==> src/rtl/case_dec_arbiter_if.sv <==
// Handshake bundle between operand producers, the shared decoder and the result consumer.
// Ports: req/val1_i/val2_i/rsp_ready flow into the decoder; gnt/rsp_*/miss_count flow out.
// master = requester/consumer side, slave = decoder side.
interface case_dec_arbiter_if #(
    parameter int NREQ = 2,
    parameter int CNTW = 8
);
    logic [NREQ-1:0]   req;
    logic [3*NREQ-1:0] val1_i;
    logic [3*NREQ-1:0] val2_i;
    logic [NREQ-1:0]   gnt;
    logic              rsp_valid;
    logic              rsp_ready;
    logic [2:0]        rsp_id;
    logic [2:0]        rsp_result;
    logic              rsp_hit;
    logic [CNTW-1:0]   miss_count;

    modport master (
        output req, val1_i, val2_i, rsp_ready,
        input  gnt, rsp_valid, rsp_id, rsp_result, rsp_hit, miss_count
    );

    modport slave (
        input  req, val1_i, val2_i, rsp_ready,
        output gnt, rsp_valid, rsp_id, rsp_result, rsp_hit, miss_count
    );
endinterface

==> src/rtl/case_dec_arbiter.sv <==
// Round-robin shared masked-case decoder: grants one requester, decodes val1&val2, returns result.
// Latency: capture edge E0, gnt pulse in the following cycle, rsp_valid from E1; 3 cycles minimum.
// Backpressure: rsp_ready low holds the response (fields frozen) and blocks all new arbitration.
// Ports: clk, rst_n (async active-low); bus (slave modport) carries req, val1_i/val2_i packed
// 3 bits per requester, gnt one-hot pulse, rsp_valid/rsp_ready/rsp_id/rsp_result/rsp_hit response,
// and miss_count, a saturating count of decodes that hit no case label.
module case_dec_arbiter #(
    parameter int NREQ = 2,
    parameter int CNTW = 8
) (
    input  logic                 clk,
    input  logic                 rst_n,
    case_dec_arbiter_if.slave    bus
);

    typedef enum logic [1:0] {
        IDLE   = 2'd0,
        DECODE = 2'd1,
        RESP   = 2'd2
    } state_t;

    state_t state;
    state_t state_nxt;

    // arbitration
    logic [2:0]        ptr;
    logic [2*NREQ-1:0] req_dbl;
    logic [2:0]        win_off;
    logic [3:0]        win_sum;
    logic [2:0]        win_idx;
    logic [2:0]        ptr_nxt;
    logic              any_req;
    logic [2:0]        sel_v1;
    logic [2:0]        sel_v2;

    // latched transaction
    logic [2:0]        lat_v1;
    logic [2:0]        lat_v2;
    logic [2:0]        lat_id;
    logic [2:0]        masked;

    // registered outputs
    logic [NREQ-1:0]   gnt_q;
    logic              rsp_valid_q;
    logic [2:0]        rsp_id_q;
    logic [2:0]        res_q;
    logic              hit_q;
    logic [CNTW-1:0]   miss_q;

    assign any_req = |bus.req;

    // Rotate req so that bit 0 corresponds to requester ptr; the lowest set bit of the
    // rotated vector is then the round-robin winner's distance from ptr.
    assign req_dbl = {bus.req, bus.req} >> ptr;

    always_comb begin
        win_off = 3'd0;
        for (int k = NREQ - 1; k >= 0; k--) begin
            if (req_dbl[k]) begin
                win_off = 3'(k);
            end
        end
    end

    assign win_sum = {1'b0, ptr} + {1'b0, win_off};
    assign win_idx = (win_sum >= 4'(NREQ)) ? 3'(win_sum - 4'(NREQ)) : win_sum[2:0];
    assign ptr_nxt = (win_idx == 3'(NREQ - 1)) ? 3'd0 : win_idx + 3'd1;

    // Operand mux for the winner, built from constant slices.
    always_comb begin
        sel_v1 = 3'd0;
        sel_v2 = 3'd0;
        for (int i = 0; i < NREQ; i++) begin
            if (win_idx == 3'(i)) begin
                sel_v1 = bus.val1_i[3*i +: 3];
                sel_v2 = bus.val2_i[3*i +: 3];
            end
        end
    end

    assign masked = lat_v1 & lat_v2;

    // State register
    always_ff @(posedge clk or negedge rst_n) begin
        if (!rst_n) begin
            state <= IDLE;
        end else begin
            state <= state_nxt;
        end
    end

    // Next-state logic
    always_comb begin
        state_nxt = state;
        case (state)
            IDLE:    if (any_req) state_nxt = DECODE;
            DECODE:  state_nxt = RESP;
            RESP:    if (bus.rsp_ready) state_nxt = IDLE;
            default: state_nxt = IDLE;
        endcase
    end

    // Datapath: capture in IDLE, decode in DECODE, hold in RESP.
    always_ff @(posedge clk or negedge rst_n) begin
        if (!rst_n) begin
            ptr         <= 3'd0;
            lat_v1      <= 3'd0;
            lat_v2      <= 3'd0;
            lat_id      <= 3'd0;
            gnt_q       <= '0;
            rsp_valid_q <= 1'b0;
            rsp_id_q    <= 3'd0;
            res_q       <= 3'd0;
            hit_q       <= 1'b0;
            miss_q      <= '0;
        end else begin
            // gnt is a single-cycle pulse covering the DECODE cycle only
            gnt_q <= '0;
            case (state)
                IDLE: begin
                    if (any_req) begin
                        gnt_q  <= {{(NREQ-1){1'b0}}, 1'b1} << win_idx;
                        lat_v1 <= sel_v1;
                        lat_v2 <= sel_v2;
                        lat_id <= win_idx;
                        ptr    <= ptr_nxt;
                    end
                end
                DECODE: begin
                    rsp_valid_q <= 1'b1;
                    rsp_id_q    <= lat_id;
                    // Unmatched codes are no-action: res_q keeps whatever the last hit wrote,
                    // regardless of which requester produced it.
                    case (masked)
                        3'b000: begin res_q <= 3'd0; hit_q <= 1'b1; end
                        3'b001: begin res_q <= 3'd1; hit_q <= 1'b1; end
                        3'b010: begin res_q <= 3'd2; hit_q <= 1'b1; end
                        default: begin
                            hit_q <= 1'b0;
                            if (miss_q != {CNTW{1'b1}}) begin
                                miss_q <= miss_q + 1'b1;
                            end
                        end
                    endcase
                end
                RESP: begin
                    if (bus.rsp_ready) begin
                        rsp_valid_q <= 1'b0;
                    end
                end
                default: begin
                    rsp_valid_q <= 1'b0;
                end
            endcase
        end
    end

    assign bus.gnt        = gnt_q;
    assign bus.rsp_valid  = rsp_valid_q;
    assign bus.rsp_id     = rsp_id_q;
    assign bus.rsp_result = res_q;
    assign bus.rsp_hit    = hit_q;
    assign bus.miss_count = miss_q;

endmodule

==> src/flat_wrapper.sv <==
// flat-port wrapper written by rule: the top's interface ports become plain ports
module case_dec_arbiter_flat 
#(
    parameter int NREQ = 2,
    parameter int CNTW = 8
)
  (clk, rst_n, bus_req, bus_val1_i, bus_val2_i, bus_rsp_ready, bus_gnt, bus_rsp_valid, bus_rsp_id, bus_rsp_result, bus_rsp_hit, bus_miss_count);
  case_dec_arbiter_if #(.NREQ(NREQ), .CNTW(CNTW)) bus_i ();
  input  logic clk;
  input  logic rst_n;
  input wire logic [$bits(bus_i.req)-1:0] bus_req;
  input wire logic [$bits(bus_i.val1_i)-1:0] bus_val1_i;
  input wire logic [$bits(bus_i.val2_i)-1:0] bus_val2_i;
  input wire logic [$bits(bus_i.rsp_ready)-1:0] bus_rsp_ready;
  output wire logic [$bits(bus_i.gnt)-1:0] bus_gnt;
  output wire logic [$bits(bus_i.rsp_valid)-1:0] bus_rsp_valid;
  output wire logic [$bits(bus_i.rsp_id)-1:0] bus_rsp_id;
  output wire logic [$bits(bus_i.rsp_result)-1:0] bus_rsp_result;
  output wire logic [$bits(bus_i.rsp_hit)-1:0] bus_rsp_hit;
  output wire logic [$bits(bus_i.miss_count)-1:0] bus_miss_count;
  assign bus_i.req = bus_req;
  assign bus_i.val1_i = bus_val1_i;
  assign bus_i.val2_i = bus_val2_i;
  assign bus_i.rsp_ready = bus_rsp_ready;
  assign bus_gnt = bus_i.gnt;
  assign bus_rsp_valid = bus_i.rsp_valid;
  assign bus_rsp_id = bus_i.rsp_id;
  assign bus_rsp_result = bus_i.rsp_result;
  assign bus_rsp_hit = bus_i.rsp_hit;
  assign bus_miss_count = bus_i.miss_count;
  case_dec_arbiter #(.NREQ(NREQ), .CNTW(CNTW)) u_core (.clk(clk), .rst_n(rst_n), .bus(bus_i));
endmodule
==> config.mk <==
export PLATFORM = sky130hd
export DESIGN_NAME = case_dec_arbiter_flat
export DESIGN_NICKNAME = d
export VERILOG_FILES = /design/src/rtl/case_dec_arbiter_if.sv /design/src/rtl/case_dec_arbiter.sv /design/src/flat_wrapper.sv
export SDC_FILE = /design/constraint.sdc
export NUM_CORES = 1
export LEC_CHECK = 0
export CORE_UTILIZATION = 44
export DETAILED_ROUTE_END_ITERATION = 8
export GPL_ROUTABILITY_DRIVEN = 0
export PLACE_DENSITY = 0.73
export SKIP_CTS_REPAIR_TIMING = 1
export SLEW_MARGIN = 25
export SYNTH_ARGS = -nofsm -noshare
export SYNTH_HDL_FRONTEND = slang
export SYNTH_SLANG_ARGS = --single-unit
==> constraint.sdc <==
create_clock -name clk -period 5 [get_ports clk]
set_clock_uncertainty 0.05 [all_clocks]
set_input_delay 0.75 -clock clk [delete_from_list [all_inputs] [get_ports clk]]
set_output_delay 0.75 -clock clk [all_outputs]
set_load 0.005 [all_outputs]
==> run_results.csv <==
group,metric,value,unit
outcome,outcome,"finished, final reports clean",
final_layout,finish.utilization,0.608,
synthesis,netlist_instances,129,
synthesis,synth-xor-area-share,0.0378,
timing,fmax,427,MHz
worst_setup_path,required,5.15,ns
synthesis,synth_top_family_by_area,"simple AND/OR/NAND/NOR gates",
global_route,grt_pass1_vias,1060,
final_layout,final_cells,212,
final_layout,final_cell_area,1840,um^2
synthesis,ys_types,35,
timing,finalMaxSlewViolations,0,
global_route,grt_overflow,0,
die,die_w,58.2,um
detailed_routing,routedWlPerCell,11.8,um
synthesis,yosys.area_share.simple,0.197,
final_layout,nFillCells,261,
clocking,root_buffer,"clkbuf_4",
die,start_util,0.459,
timing,fin_ws,2.66,ns
detailed_routing,dr.first_iter.drc_count,18,
place,io_buffers,33,
worst_setup_path,cp-end-kind,"flop",
synthesis,syn_nets,147,
global_route,antenna_found_initial,0,
timing,fin_crit,2.34,ns
synthesis,synth.mux.area_fraction,0.0703,
detailed_routing,drtPass1Iterations,4,
power,p_leak,0.821,nW
worst_setup_path,rrSetupSlack,3.23,ns
place,hpwl,1870,um
clocking,cts_htree_levels,2,
clocking,cts_tree,"built",
final_layout,layout-drive-gt1-share,0.101,
power,pwr_density_cell,478,nW/um^2
detailed_routing,totalWireLength,2500,um
timing,relSlewSlack,0.498,
detailed_routing,drcViolationCount,0,
die,die_area,3380,um^2
timing,hold_ws,0.430,ns
final_layout,diodes,0,
global_route,grt_start_max_net_pins,32,
synthesis,avgSynthCellArea,10.8,um^2
worst_hold_path,hold_class,"flop to flop",
place,placedCellCount,205,
timing,period_share,0.468,
place,place_ws,2.32,ns
detailed_routing,avgViaCountPerCell,4.92,
clocking,clkSinkCount,31,
global_route,gr-usage-all-layers,0.174,
clocking,clk_path_buf_depth,2,
worst_setup_path,crit_fanout,13,
place,placed_cell_area,1770,um^2
final_layout,area_growth,32.6,%
timing,finalSetupTns,0,ns
clocking,clk_latency,0.32,ns
synthesis,synth_area,1390,um^2
clocking,clk_pin_slew,0.09,ns
job,maxCapViolations,0,
power,finalPower,0.881,mW
timing,hold_violations,0,
worst_setup_path,arrival,2.49,ns
worst_setup_path,crit_type,"input pin to flop",
die,rows,20,
die,ios,35,
synthesis,yosysWarnings,0,
final_layout,regArea,776,um^2
synthesis,synthAdderAreaFrac,0.00901,
detailed_routing,vias,1043,
clocking,numCtsBuffers,5,
die,fp.coreArea,3030,um^2
timing,setup_viol,0,
timing,rsz0062_at_grt,"no",
detailed_routing,ant_nets,0,
synthesis,yosysSeqAreaShare,0.559,
final_layout,nNetsFinal,186,
die,die_y,58.2,um
final_layout,multiInputGateArea,598,um^2
synthesis,synth_seq_cells,31,
global_route,grt_pass1_wl,4440,um
synthesis,synth_compound_area_frac,0.114,
worst_setup_path,setup.worst_path.start_class,"input pin",
timing,tightest_slew,0.749,ns
power,irDropWorstVdd,0.222,mV
## worst max-delay path: stages
cell	delay, ns
clkdlybuf4s50_1	0.46
o21ai_1	0.63
inv_1	0.23
nand2b_1	0.31
o21ai_1	0.12
## routing by layer
metal,GRT usage,wire [um],up-vias
met3,0.0625,166,10
met2,0.286,1170,42
met5,0,0,-
met1,0.212,1110,477
met4,0.0578,45,0
li1,-,-,514
## path summary, 6_finish.rpt
kind,depth (start not counted),to,start
max,5,u_core.lat_v2[1],bus_req[0]
min,2,u_core.bus.rsp_id[0],u_core.bus.rsp_id[0]
max reg2reg,5,u_core.bus.miss_count[1],u_core.bus.miss_count[0]
min reg2reg,2,u_core.bus.rsp_id[0],u_core.bus.rsp_id[0]
max in group asynchronous,2,u_core.bus.miss_count[4],rst_n
min in group asynchronous,2,u_core.bus.rsp_id[1],rst_n
## final cells by class
type | instances | area share
timing repair buffer | 34 | 0.183
clock buffer | 6 | 0.0224
sequential | 31 | 0.421
tap | 44 | 0.0299
clock inverter | 1 | 0.0163
multi-input combinational | 95 | 0.325
inverter | 1 | 0.00204
## cell usage after synthesis, drive strengths merged
| cell | instances | share of area |
|---|---|---|
| ha | 1 | 0.0090 |
| buf | 1 | 0.0054 |
| nand3 | 6 | 0.022 |
| dfrtp | 31 | 0.56 |
| conb | 1 | 0.0027 |
| a22o | 1 | 0.0063 |
| xnor2 | 6 | 0.038 |
| o21ai | 11 | 0.042 |
| clkbuf | 1 | 0.0027 |
| a2bb2oi | 1 | 0.0063 |
| o2bb2ai | 1 | 0.020 |
| o31ai | 1 | 0.0054 |
| nor2 | 5 | 0.014 |
| mux2i | 6 | 0.043 |
| a21boi | 1 | 0.0054 |
| or3b | 1 | 0.0081 |
| nor2b | 3 | 0.014 |
| inv | 1 | 0.0027 |
| nand2 | 32 | 0.092 |
| nor3 | 1 | 0.0036 |
| nand2b | 2 | 0.011 |
| and3 | 3 | 0.014 |
| or2b | 1 | 0.0054 |
| and2b | 1 | 0.0054 |
| nand4 | 2 | 0.0090 |
| o21a | 1 | 0.0054 |
| mux2 | 3 | 0.027 |
| a21oi | 4 | 0.023 |
## logic make-up (layout without fill, tap and decap cells)
kind of cell             count (synthesis)  after routing
AO/OA/AOI/OAI                           21             21
XOR/XNOR                                 6              6
adder cells (fa/ha/maj)                  1              1
buffers and inverters                    3             42
flip-flops                              31             31
multiplexers                             9              9
other                                    1              1
AND/OR/NAND/NOR                         57             57
## layout by cell type, fill, tap and decap left out, drive strengths merged, types with 2 or more instances in the layout
cell type,n
a21oi,4
and3,3
clkbuf,6
clkdlybuf4s50,33
dfrtp,31
mux2,3
mux2i,6
nand2,32
nand2b,2
nand3,6
nand4,2
nor2,5
nor2b,3
o21ai,11
xnor2,6
## where the power goes
part           switching [mW]  internal, mW  leakage [nW]
Sequential             0.0640         0.330         0.400
Clock                  0.0793         0.103        0.0383
Combinational           0.141         0.163         0.383
## registers in the layout (all words and copies together), names as in the netlist, 2 cells and up
| signal | count |
|---|---|
| u_core.ptr | 3 |
| u_core.bus.miss_count | 8 |
| u_core.lat_v2 | 3 |
| u_core.bus.rsp_id | 3 |
| u_core.bus.rsp_result | 2 |
| u_core.lat_id | 3 |
| u_core.bus.gnt | 2 |
| u_core.state | 2 |
| u_core.lat_v1 | 3 |
Note: power is estimated with default switching activity, not from simulation.
